==> config.mk <==
export PLATFORM = sky130hd
export DESIGN_NAME = sc_upcntcmp
export DESIGN_NICKNAME = d
export VERILOG_FILES = /design/src/rtl/sc_upcntcmp.sv
export SDC_FILE = /design/constraint.sdc
export NUM_CORES = 1
export LEC_CHECK = 0
export ABC_AREA = 1
export BUFFER_PORTS_ARGS = -buffer_cell sky130_fd_sc_hd__clkbuf_2
export CAP_MARGIN = 20
export CORE_MARGIN = 2
export CORE_UTILIZATION = 40
export DETAILED_ROUTE_END_ITERATION = 12
export GPL_TIMING_DRIVEN = 0
export MAX_ROUTING_LAYER = met4
export PLACE_DENSITY = 0.66
export SLEW_MARGIN = 5
export SYNTH_ARGS = -nofsm -noshare
export SYNTH_HDL_FRONTEND = slang
export SYNTH_SLANG_ARGS = --single-unit
==> constraint.sdc <==
create_clock -name SC_UPCNTCMP_CLOCK_50 -period 1.3 [get_ports SC_UPCNTCMP_CLOCK_50]
set_input_delay 0.13 -clock SC_UPCNTCMP_CLOCK_50 [delete_from_list [all_inputs] [get_ports SC_UPCNTCMP_CLOCK_50]]
set_output_delay 0.13 -clock SC_UPCNTCMP_CLOCK_50 [all_outputs]
set_load 0.03 [all_outputs]
==> src/rtl/sc_upcntcmp.sv <==
// Start/stop controlled up-counter that wraps through a >= compare against a limit bus.
// Define SC_UPCNTCMP_EVENTCNT_EN to add an 8-bit saturating count of terminal ticks.
module sc_upcntcmp #(
  parameter int DATAWIDTH_BUS = 8,
  parameter int ONESHOT       = 0
) (
  input  logic                     SC_UPCNTCMP_CLOCK_50,
  input  logic                     SC_UPCNTCMP_Reset_InHigh,
  input  logic [DATAWIDTH_BUS-1:0] SC_UPCNTCMP_Limit_InBUS,
  input  logic                     SC_UPCNTCMP_Start_InHigh,
  input  logic                     SC_UPCNTCMP_Stop_InHigh,
  input  logic                     SC_UPCNTCMP_Enable_InHigh,
  output logic [DATAWIDTH_BUS-1:0] SC_UPCNTCMP_Count_OutBUS,
  output logic                     SC_UPCNTCMP_Tick_OutHigh,
  output logic                     SC_UPCNTCMP_Busy_OutHigh,
`ifdef SC_UPCNTCMP_EVENTCNT_EN
  output logic [7:0]               SC_UPCNTCMP_EventCount_OutBUS,
`endif
  output logic                     SC_UPCNTCMP_Done_OutHigh
);

  localparam logic [DATAWIDTH_BUS-1:0] COUNT_ONE = {{(DATAWIDTH_BUS-1){1'b0}}, 1'b1};

  typedef enum logic [1:0] {
    IDLE = 2'd0,
    RUN  = 2'd1,
    DONE = 2'd2
  } state_t;

  state_t                   state_q, state_d;
  logic [DATAWIDTH_BUS-1:0] count_q, count_d;
  logic                     tick_q, tick_d;
  logic                     wrap;

  // The tick follows the wrap even when Stop lands on the same edge.
  always_comb begin
    state_d = state_q;
    count_d = count_q;
    wrap    = (state_q == RUN) && SC_UPCNTCMP_Enable_InHigh &&
              (count_q >= SC_UPCNTCMP_Limit_InBUS);
    tick_d  = wrap;

    if (SC_UPCNTCMP_Stop_InHigh) begin
      state_d = IDLE;
      count_d = '0;
    end else begin
      case (state_q)
        IDLE: begin
          count_d = '0;
          if (SC_UPCNTCMP_Start_InHigh) begin
            state_d = RUN;
          end
        end
        RUN: begin
          if (SC_UPCNTCMP_Enable_InHigh) begin
            if (wrap) begin
              count_d = '0;
              if (ONESHOT != 0) begin
                state_d = DONE;
              end
            end else begin
              count_d = count_q + COUNT_ONE;
            end
          end
        end
        DONE: begin
          count_d = '0;
          if (!SC_UPCNTCMP_Start_InHigh) begin
            state_d = IDLE;
          end
        end
        default: begin
          state_d = IDLE;
          count_d = '0;
        end
      endcase
    end
  end

  always_ff @(posedge SC_UPCNTCMP_CLOCK_50 or posedge SC_UPCNTCMP_Reset_InHigh) begin
    if (SC_UPCNTCMP_Reset_InHigh) begin
      state_q <= IDLE;
      count_q <= '0;
      tick_q  <= 1'b0;
    end else begin
      state_q <= state_d;
      count_q <= count_d;
      tick_q  <= tick_d;
    end
  end

`ifdef SC_UPCNTCMP_EVENTCNT_EN
  logic [7:0] event_cnt_q, event_cnt_d;

  // A fresh launch from IDLE takes precedence over counting a stale tick.
  always_comb begin
    event_cnt_d = event_cnt_q;
    if ((state_q == IDLE) && (state_d == RUN)) begin
      event_cnt_d = '0;
    end else if (tick_q && (event_cnt_q != 8'hFF)) begin
      event_cnt_d = event_cnt_q + 8'd1;
    end
  end

  always_ff @(posedge SC_UPCNTCMP_CLOCK_50 or posedge SC_UPCNTCMP_Reset_InHigh) begin
    if (SC_UPCNTCMP_Reset_InHigh) begin
      event_cnt_q <= '0;
    end else begin
      event_cnt_q <= event_cnt_d;
    end
  end

  assign SC_UPCNTCMP_EventCount_OutBUS = event_cnt_q;
`endif

  assign SC_UPCNTCMP_Count_OutBUS = count_q;
  assign SC_UPCNTCMP_Tick_OutHigh = tick_q;
  assign SC_UPCNTCMP_Busy_OutHigh = (state_q == RUN);
  assign SC_UPCNTCMP_Done_OutHigh = (state_q == DONE);

endmodule

==> After elaboration in Yosys (flattened, before gate mapping) <==
Index checks and enable logic that the tools add are counted.
{ "totals": {"out_inout_bits": 11, "register_bits": 11, "in_bits": 13, "wordCells": 23} }
{ "op_classes": {"muxes": 8, "eq_ne": 6, "n_reduce_logical": 4, "n_lt_le_gt_ge": 1, "add_sub_neg": 1} }
{ "op_table": {"columns": ["op", "n"], "rows": [
  ["$mux 8", 4],
  ["$ne 3x3->1 const B", 3],
  ["$add 8x1->8 const B", 1],
  ["$ge 8x8->1", 1],
  ["$mux 2", 3],
  ["$pmux 2 s3", 1],
  ["$reduce_and 3->1", 1],
  ["$eq 2x1->1 const B", 1],
  ["$eq 2x2->1 const B", 1],
  ["$logic_and 1x1->1", 2],
  ["$logic_not 2->1", 1],
  ["$ne 2x2->1 const B", 1]
]} }

==> Depth between registers and ports, before layout <==
Gate-level depths: netlist of the first run.
{ "depth": {"word_depth": 7, "mapped_depth": 12, "ltp_nobuf": 12} }

==> Worst setup path after synthesis of the first run <==
No wires, ideal clock.
{ "synth_path": {"kind": "register -> register", "from": "register count_q[7], in the netlist SC_UPCNTCMP_Count_OutBUS[7]", "to": "register count_q[3], in the netlist SC_UPCNTCMP_Count_OutBUS[3]", "n_path_buf": 0, "setup_slack_ns": -0.241, "arrival_time_ns": 1.475, "required_ns": 1.234, "path_stages_with_launch": 8, "setup_time_ns": 0.066, "synth_period_minus_slack_ns": 1.541, "cell_sequence": "dfrtp_1 -> ha_1 -> a21o_2 -> nor2_4 -> nand3_1 -> nand2_2 -> nand2_1 -> nand2_1"} }
{ "synth_via": {"elab_chain_cells": 6} }
{ "synth_lines": {"columns": ["item", "line", "source"], "rows": [
  ["start: declaration", "31", "logic [DATAWIDTH_BUS-1:0] count_q, count_d;"],
  ["start signal: assignment", "87", "count_q <= count_d;"],
  ["$ge 8x8->1", "40", "(count_q >= SC_UPCNTCMP_Limit_InBUS);"],
  ["$logic_and 1x1->1", "39", "wrap = (state_q == RUN) && SC_UPCNTCMP_Enable_InHigh &&"],
  ["$mux 8", "56", "if (wrap) begin"],
  ["$mux 8", "55", "if (SC_UPCNTCMP_Enable_InHigh) begin"],
  ["$mux 8", "47", "case (state_q)"],
  ["$mux 8", "43", "if (SC_UPCNTCMP_Stop_InHigh) begin"]
]} }
Every way passes these cells. The select of a mux whose other input is x is not followed.
A chain may end at the register's enable or synchronous reset.

==> Worst setup path in the final report of the first run <==
{ "layout_path": {"from": "register count_q[5], in the netlist SC_UPCNTCMP_Count_OutBUS[5]", "to": "register count_q[6], in the netlist SC_UPCNTCMP_Count_OutBUS[6]"} }
{ "layout_via": {"elab_chain_cells": 6, "elab_cells_between_ends": 7, "cone_classes": "add/sub: 1; order compare: 1; mux: 4; reduce/logical: 1"} }
{ "layout_lines": {"columns": ["item", "line"], "rows": [
  ["$ge 8x8->1", "40"],
  ["$logic_and 1x1->1", "39"],
  ["$mux 8 (*)", "56"],
  ["$mux 8 (*)", "55"],
  ["$mux 8 (*)", "47"],
  ["$mux 8 (*)", "43"]
]} }
Every way passes the cells marked *; elsewhere a longest branch is shown, timed or not. The select of a mux whose other input is x is not followed.

==> results of run 1 <==
[worst min-delay path, cell delays in order]
cell	delay [ps]
sky130_fd_sc_hd__clkbuf_2	80
sky130_fd_sc_hd__nand2_1	40
sky130_fd_sc_hd__nand2_1	50
[state kept, by name (all words and copies together), names as in the netlist]
register                  cells
SC_UPCNTCMP_Count_OutBUS      8
SC_UPCNTCMP_Tick_OutHigh      1
state_q                       1
[through the flow]
step | setup WS, ps | hold WS [ps]
after detailed placement | -197 | 119
after global placement | -204 | 111
after global routing | -169 | 77.9
final | -102 | 61.8
after CTS | -107 | 59.9
after floorplan | -112 | -30.4
[cells by family after synthesis]
logic type / synth area share (%)
flip-flops: 31.2
adder cells (fa/ha/maj): 14.0
XOR/XNOR: 1.09
buffers and inverters: 11.7
AND/OR/NAND/NOR: 36.0
AO/OA/AOI/OAI: 5.46
other: 0.468
[layer usage]
layer	global-route usage, %	vias up	routed length (um)
met5	-	-	0
met1	21.0	369	910
li1	-	458	-
met3	3.99	4	80
met4	6.67	0	37
met2	29.7	29	921
[repair_timing]
| item | in CTS | in global routing |
|---|---|---|
| endpoints found under the hold margin | 10 | 0 |
| hold buffers | 1 | 0 |
| pin swaps | 5 | 14 |
| setup endpoints to repair | 9 | 9 |
| buffers inserted | 10 | 3 |
| resized for setup | 10 | 19 |
| gates cloned | 0 | 0 |
[worst min-delay path by stage]
stage,end,slack (ps),cells past startpoint
3_5_place_dp,state_q[0]$_DFFE_PP0P_,120,2
2_1_floorplan,SC_UPCNTCMP_Tick_OutHigh$_DFF_PP0_,-30,1
3_3_place_gp,state_q[0]$_DFFE_PP0P_,110,2
5_1_grt,state_q[0]$_DFFE_PP0P_,80,3
6_report,state_q[0]$_DFFE_PP0P_,60,3
4_1_cts,state_q[0]$_DFFE_PP0P_,60,3
[final cells by class]
type | instances | area (sq um)
well taps | 27 | 33.8
plain buffers | 1 | 7.51
multi-input cells | 88 | 639
flip-flops and latches | 10 | 260
clock buffers | 4 | 36.3
fillers | 163 | 637
repair buffers | 36 | 221
inverters | 23 | 86.3
[power by group through the flow]
stage | registers, mW | clock network (mW) | logic, mW
floorplan | 0.337 | 0 | 0.0601
global placement | 0.328 | 0 | 0.101
detailed placement | 0.328 | 0 | 0.105
CTS | 0.321 | 0.293 | 0.123
global route | 0.322 | 0.302 | 0.168
finish | 0.321 | 0.288 | 0.150
[placed cells by master (no fill, tap or decap), drive strengths merged]
| cell type | n |
|---|---|
| nand2 | 48 |
| conb | 1 |
| dlygate4sd3 | 1 |
| nand3 | 6 |
| ha | 9 |
| inv | 23 |
| nand4 | 5 |
| xor2 | 1 |
| dfrtp | 10 |
| o21ai | 2 |
| clkbuf | 26 |
| buf | 14 |
| a21oi | 5 |
| a21o | 1 |
| nor2 | 10 |
==> run summary, run 1 <==
The setup slack after layout was -102 ps. The clock network accounts for 37.9% of the total power. The run gives 122 as the post-synthesis instance total. For this run the aggregate overflow at the end of global routing stands at 0. The slowest stage of the critical path is the sky130_fd_sc_hd__dfrtp_2 cell.

Counting tap cells, the placed design contains a total of 171 instances. The run gives 0.788 as the final weighted congestion in routability-driven placement. The largest single stage delay on the critical path is 420 ps.

The number of antenna violations at the first check in global routing came out at 0. The critical path is of the flip-flop to flip-flop type. The tools report the internal portion of total power as 552 uW. Data on the critical path is required at its endpoint by 1460 ps. Routed wire length: 1.95 mm.

Once the floorplan was initialized, standard cells occupied 41.7% of the core. For the pin with the worst max-slew slack, the measured transition is 552 ps. The worst setup path is captured at a flip-flop.

The share of final-layout standard cells stronger than drive strength 1 is 48.1%. For the final layout net count, the log shows 185. Once detailed placement completed, the half-perimeter wirelength came to 1.36 mm.

The detail-routed net length per standard cell is 10.3 um. For the count of different cell masters after synthesis, the log shows 15. The via count of the first global-routing pass came out at 823.

The commonest cells after synthesis are 47 x sky130_fd_sc_hd__nand2_1, 23 x sky130_fd_sc_hd__inv_1, 10 x sky130_fd_sc_hd__dfrtp_1. Setup violations remaining at the end of the flow were counted as 9. The logs give 3 for the number of buffers added by the clock tree synthesis step and 1920 sq um for the area of the core. Minimum period implied by the final worst setup slack: 1400 ps. The worst register-to-register path has a setup slack of -100 ps.

TritonCTS built the clock tree. In the post-synthesis netlist, the biggest area contributors are sky130_fd_sc_hd__dfrtp_1 31%, sky130_fd_sc_hd__nand2_1 22%, sky130_fd_sc_hd__ha_1 14%, sky130_fd_sc_hd__inv_1 11%, sky130_fd_sc_hd__nor2_1 4.2%. On the final layout, the worst clock skew is 1.11 ps. In this run the worst hold path is classified as primary input to flip-flop. The final reports fail on negative setup slack.

The die is 48.8 um tall. The critical path goes through ha_4 -> nand2_4 -> nor2_4 -> nand4_1 -> nand3_2 -> nand2_4 -> nand2_1 -> nand2_1. In this run the power density over the cells is 591 nW/um^2. The most used flip-flop cell after synthesis is sky130_fd_sc_hd__dfrtp_1. The tools report the startpoint of the tightest hold check path as SC_UPCNTCMP_Start_InHigh.

Based on the critical path, the design can be clocked at up to 0.713 GHz. The worst-case IR drop observed on VDD is 647 uV. The worst path uses 108% of the clock period.

The CTS clock-pin slew for the worst setup and hold paths was 70 ps; the maximum number of pins on one net before global-route repair was 11. The worst pin sits at a relative slew slack of 63.1%. The switching power as a share of total power is 27.3%. The maximum level of the CTS H-tree was 1; the fraction of synthesis flops using an asynchronous set or reset pin was 100%. 0 antenna diodes ended up in the layout. The tools report the residual DRC count as 0. After synthesis, the mean cell area works out to 6.57 sq um. Clock tree root driver cell: sky130_fd_sc_hd__clkbuf_4. For the clock latency reported for the late side of the worst-skew pair, the log shows 270 ps. Registers are responsible for 42.3% of the overall power.

Critical path depth in cells: 8. Synthesis inferred 10 register bits. The tools report the number of hold violations in the final report as 0. The logs give 0.724 nW for the leakage power summed over all cells and 10 for the number of clock sinks. The most critical setup path has its startpoint at SC_UPCNTCMP_Count_OutBUS[5]$_DFFE_PP0P_. The floorplan step defined a die boundary enclosing 2380 sq um. The dominant cell by count in the synthesized netlist was sky130_fd_sc_hd__nand2_1. The logs give 1570 ps for the data arrival time at the worst-slack endpoint and 4 for the number of detailed-route iterations in the first pass.

The most area-hungry cell type in the Yosys netlist was sky130_fd_sc_hd__dfrtp_1. After the first detailed-routing iteration, the DRC count stood at 21. The average via count per standard cell works out to 4.55. Along the worst path, the maximum fanout reaches 5. The cell depth of the worst flop-to-flop path works out to 8.

The worst register-to-register path begins at SC_UPCNTCMP_Count_OutBUS[5]$_DFFE_PP0P_. In this run the worst setup path terminates at SC_UPCNTCMP_Count_OutBUS[6]$_DFFE_PP0P_. The count of antenna-violating nets left after detailed routing was 0; the post-route total power was 760 uW. When the netlist entered floorplanning its net count stood at 144. For this run, the share of the core covered by cells in the final layout is 66.9%. The logs give 0 for the count of max-cap constraint violations and 24 for the I/O pin total. The first global-routing pass estimated 3.30 mm of wire. Counting both buffers and inverters, the worst setup path holds a total of 0. The growth of design area from synthesis to finish is 60.2%, and the final cell area excluding filler cells is 1280 sq um.

The reg-to-reg critical path endpoint is SC_UPCNTCMP_Count_OutBUS[6]$_DFFE_PP0P_. Combinational cells account for 19.8% of the total power. The run gives 0 as the synthesis warning total.

For the sequential cell area fraction in the yosys report, the log shows 31.2%. The final max-slew violation count was 0. In this run the power spent charging and discharging nets is 208 uW. The cell area that synthesis handed to floorplanning was 802 sq um. Global routing consumed, over all layers together, 17.8% of the routing resources.

Die outline width: 48.8 um. The run finished, with violations left. After detailed placement, the total cell area comes to 990 sq um. STA classifies the critical path startpoint as a flip-flop.

The family of cells with the greatest summed delay on the critical path was simple AND/OR/NAND/NOR gates. The longest clock path from root to sink contains 2 buffers. The logs give -548 ps for the setup TNS after final layout and 16 for the row count. The tools report the overall via count from detail_route as 860. The final cell count without fillers is 189, and the number of port buffers is 22. Yosys mapped a number of flops with a built-in enable equal to 0.

Of the post-synthesis cell area, the dominant cell type holds 31.2%. Setup repair after global routing could not meet its margin everywhere.
(Power assumes the default switching activity.)
==> run 2: changes to the inputs <==
Settings changed: ABC_AREA 1 to unset, PLACE_DENSITY 0.66 to 0.67.
==> run 2 against run 1 <==
Net effect: the flow still finishes with violations (negative setup slack); area after synthesis decreased by 8.1%; sequential share of layout area increased by 2.8 points; routed wire length increased by 2.4%; register-to-register slack got worse by 410 ps; worst hold slack got worse by 14 ps; global-route usage increased by 1.1 points; sequential power about the same; core utilization decreased by 2.3 points; clock skew increased by 5.7 ps; critical path type unchanged.
==> run summary, run 2 <==
The run finished, with violations left. The final reports fail on negative setup slack. IR analysis of the VDD net gives a maximum drop of 559 uV.

The tools report the I/O pin total as 24. The later pin in the worst-skew pair is clocked with a latency of 280 ps. The path class of the tightest hold or removal check is primary input to flip-flop. Multiplexer area fraction after synthesis: 0%.

After synthesis, the largest family of logic cells by area is compound AO/OA/AOI/OAI gates. The via count of the first global-routing pass is 652, and the die span in y is 46.9 um. At the placement stage, the worst setup path has a slack of -551 ps. The cell depth of the worst min-delay path is 2. Count of antenna-violating nets left after detailed routing: 0. The run gives 197 uW as the net switching power of the design. The run gives 2.73 mm as the wire length of the first global-routing pass.

Cell internal power was estimated by the tool at 542 uW. The tools report the startpoint of the tightest hold check path as SC_UPCNTCMP_Stop_InHigh. For the antenna diode count, the log shows 0. Setup violations remaining at the end of the flow were counted as 9. In the routed layout, each cell is associated on average with a via count of 5.18.

The endpoint identified for the worst register-to-register timing path is SC_UPCNTCMP_Count_OutBUS[7]$_DFFE_PP0P_. By count the netlist is led by 11 x sky130_fd_sc_hd__inv_1, 10 x sky130_fd_sc_hd__dfrtp_1, 9 x sky130_fd_sc_hd__ha_1, 9 x sky130_fd_sc_hd__nand2_1, 6 x sky130_fd_sc_hd__nand3_1. For the residual DRC count, the log shows 0.

Summed over all failing endpoints, the final setup total negative slack is -3720 ps. Across the run, the number of max-cap violations was 0. The slew at the pin with the worst max-slew slack came out at 917 ps. The flip-flop and latch count after synthesis was 10. Counting flops with an async set or reset pin after synthesis yields a share of 100%. Across all layers, the routed design uses 725 vias. The tools report the post-synthesis instance total as 77. CTS clock-pin slew for the worst setup and hold paths: 80 ps. The area growth from synthesis to layout is 51.3%.

The register with the most flip-flops in the layout has 8 of them. The mapped netlist covers 737 sq um. The most area-hungry cell type in the Yosys netlist was sky130_fd_sc_hd__dfrtp_1.

Subtracting the final worst setup slack from the clock period gives 1810 ps. STA puts the critical path data arrival time at 1990 ps. The worst register-to-register path begins at SC_UPCNTCMP_Count_OutBUS[0]$_DFFE_PP0P_. The worst setup path is captured at a flip-flop. The clock network burns 40.3% of the power. The number of detailed-route iterations in the first pass is 4. After floorplanning, the core was divided into 15 placement rows. The number of antenna violations at the first check in global routing came out at 0. Setup slack after layout: -507 ps.

Summing the areas of all and, or, nand and nor instances in the mapped netlist gives 18.8% of the synthesized area. The HPWL after detailed placement is 1.16 mm. Port buffering added 22 buffers. The DRC marker count from the first detailed-route iteration was 5; the leakage power summed over all cells was 0.540 nW. The path with the worst hold slack has its endpoint at state_q[0]$_DFFE_PP0P_. In the layout the commonest cells are 21 x sky130_fd_sc_hd__clkbuf_2, 11 x sky130_fd_sc_hd__buf_4, 10 x sky130_fd_sc_hd__inv_1.

The final weighted congestion in routability-driven placement is 0.739, and the die outline width is 46.9 um. The final critical path takes up 139% of the cycle. The share of the synthesized area in compound gates (AO/OA/AOI/OAI) came out at 22.4%. sky130_fd_sc_hd__inv_1 is the most common cell in the netlist.

In this run the tightest slew margin relative to its limit is 38.7%. For the final database, setup skew stands at 6.78 ps. The sequential share of power is 43.0%. After detailed routing, the total wire length is 2.00 mm. Counting every sink on the clock net gives 10. TritonCTS built the clock tree. The maximum buffer depth of the clock tree was 2.

The worst setup path is of the flip-flop to flip-flop kind. Synthesis warning total: 0. Leaving out fill and tap cells, the most frequent cell in the layout is sky130_fd_sc_hd__clkbuf_2.

Setup repair after global routing could not meet its margin everywhere. The netlist uses 27 different library cells. Summing the areas of all fa, ha and maj instances in the mapped netlist gives 15.3% of the synthesized area.

Once the floorplan was initialized, standard cells occupied 42.7% of the core. The share of the Yosys chip area taken by registers is 34.0%. The share of synthesized area in the top cell type comes to 34.0%. Of the total power, combinational logic draws 16.8%. The tools report the final max-slew violation count as 0. Final cell area excluding filler cells: 1110 sq um. The number of fill cells in the layout came out at 134. The switching power as a share of total power works out to 26.6%. The cell depth of the worst flop-to-flop path was 7. The worst setup path is launched from a flip-flop. The XOR/XNOR share of the synthesized area was 2.38%; the maximum clock rate was 0.553 GHz.

Setup slack on the worst reg-to-reg path comes out at -510 ps. Final cell count without fillers: 140. Of the cells placed in the final design, the portion with a size suffix greater than 1 is 53.0%.

Once placement completed, the tool counted placed cells totaling 124. The maximum level of the CTS H-tree is 1, and the number of flops mapped to enable cells by yosys is 0. Entering global routing, the biggest net connects 11 pins. In the final routed layout, each cell accounts on average for 14.3 um. The largest fanout of any net on the critical path was 7. By area the synthesized netlist is led by sky130_fd_sc_hd__dfrtp_1 34%, sky130_fd_sc_hd__ha_1 15%, sky130_fd_sc_hd__o311ai_2 6.6%, sky130_fd_sc_hd__inv_1 5.6%, sky130_fd_sc_hd__nand2_1 4.6%.

The placed standard-cell area is 881 sq um, and the number of hold violations in the final report is 0. The number of nets handed over by synthesis was 99. The number of buffers added by the clock tree synthesis step was 3; the area enclosed by the die boundary was 2200 sq um. The data required time at the worst endpoint came out at 1480 ps. The tree is rooted in a sky130_fd_sc_hd__clkbuf_4.

The area of the core came out at 1730 sq um. For this run, the total global-route usage over all layers was measured as 18.8%. For this design the ratio of total power to cell area is 663 nW/um^2. Dividing the synthesized area by the synthesized cell count gives 9.57 sq um.

Global routing finished with a remaining overflow of 0. For the final layout net count, the log shows 138. The flip-flop cell with the highest count after synthesis is sky130_fd_sc_hd__dfrtp_1.
-- run 2: worst max path at each step --
| stage | startpoint | endpoint | slack (ps) | cells after the start |
|---|---|---|---|---|
| after floorplan | SC_UPCNTCMP_Count_OutBUS[0]$_DFFE_PP0P_ | SC_UPCNTCMP_Count_OutBUS[7]$_DFFE_PP0P_ | -490 | 7 |
| after global placement | SC_UPCNTCMP_Count_OutBUS[0]$_DFFE_PP0P_ | SC_UPCNTCMP_Count_OutBUS[5]$_DFFE_PP0P_ | -490 | 7 |
| after detailed placement | SC_UPCNTCMP_Count_OutBUS[0]$_DFFE_PP0P_ | SC_UPCNTCMP_Count_OutBUS[5]$_DFFE_PP0P_ | -550 | 7 |
| after CTS | SC_UPCNTCMP_Count_OutBUS[0]$_DFFE_PP0P_ | SC_UPCNTCMP_Count_OutBUS[4]$_DFFE_PP0P_ | -470 | 7 |
| after global routing | SC_UPCNTCMP_Count_OutBUS[0]$_DFFE_PP0P_ | SC_UPCNTCMP_Count_OutBUS[7]$_DFFE_PP0P_ | -590 | 7 |
| final | SC_UPCNTCMP_Count_OutBUS[0]$_DFFE_PP0P_ | SC_UPCNTCMP_Count_OutBUS[7]$_DFFE_PP0P_ | -510 | 7 |
-- run 2: kinds of logic after synthesis --
group	count (synthesis)
AO/OA/AOI/OAI	17
adder cells (fa/ha/maj)	9
AND/OR/NAND/NOR	26
flip-flops	10
other	1
XOR/XNOR	2
buffers and inverters	12
-- run 2: cell type report --
class                           count  area (sq um)  share of cell area, %
Inverter                           11          41.3                   3.70
Timing Repair Buffer               34           206                   18.5
Tap cell                           25          31.3                   2.81
Sequential cell                    10           256                   23.0
Clock buffer                        4          36.3                   3.25
Buffer                              1          7.51                  0.673
Multi-Input combinational cell     55           536                   48.0
-- run 2: power groups by stage --
stage | combinational, mW | sequential [mW] | clock, mW
finish | 0.124 | 0.318 | 0.298
floorplan | 0.0559 | 0.332 | 0
CTS | 0.115 | 0.318 | 0.285
global route | 0.137 | 0.318 | 0.304
global placement | 0.0922 | 0.325 | 0
detailed placement | 0.0947 | 0.326 | 0
-- run 2: metal layers --
metal	track usage, %	share of wire, %
met4	13.9	5.1
met5	-	0
met2	29.9	51
met3	2.69	3.9
met1	21.4	40
-- run 2: what timing repair did --
item	in CTS	in global routing
pin swaps	5	2
cloned	0	0
buffers inserted	7	4
endpoints found under the hold margin	10	0
resized for setup	13	7
hold buffers	1	0
setup endpoints to repair	9	9
-- run 2: critical path, stage by stage (launching register included) --
cell	delay, ps
sky130_fd_sc_hd__dfrtp_2	420
sky130_fd_sc_hd__inv_2	70
sky130_fd_sc_hd__ha_4	180
sky130_fd_sc_hd__nand2b_4	140
sky130_fd_sc_hd__a2111oi_4	350
sky130_fd_sc_hd__o21a_2	210
sky130_fd_sc_hd__nand2_4	110
sky130_fd_sc_hd__o311ai_2	240
-- run 2: per-stage QoR --
stage | hold WS (ps) | utilization [%] | total power, mW
floorplan | -30.0 | - | 0.388
global placement | 112 | 51.0 | 0.418
detailed placement | 110 | 51.0 | 0.420
CTS | 44.9 | 60.6 | 0.717
global route | 62.6 | 64.6 | 0.759
finish | 47.6 | 64.6 | 0.739
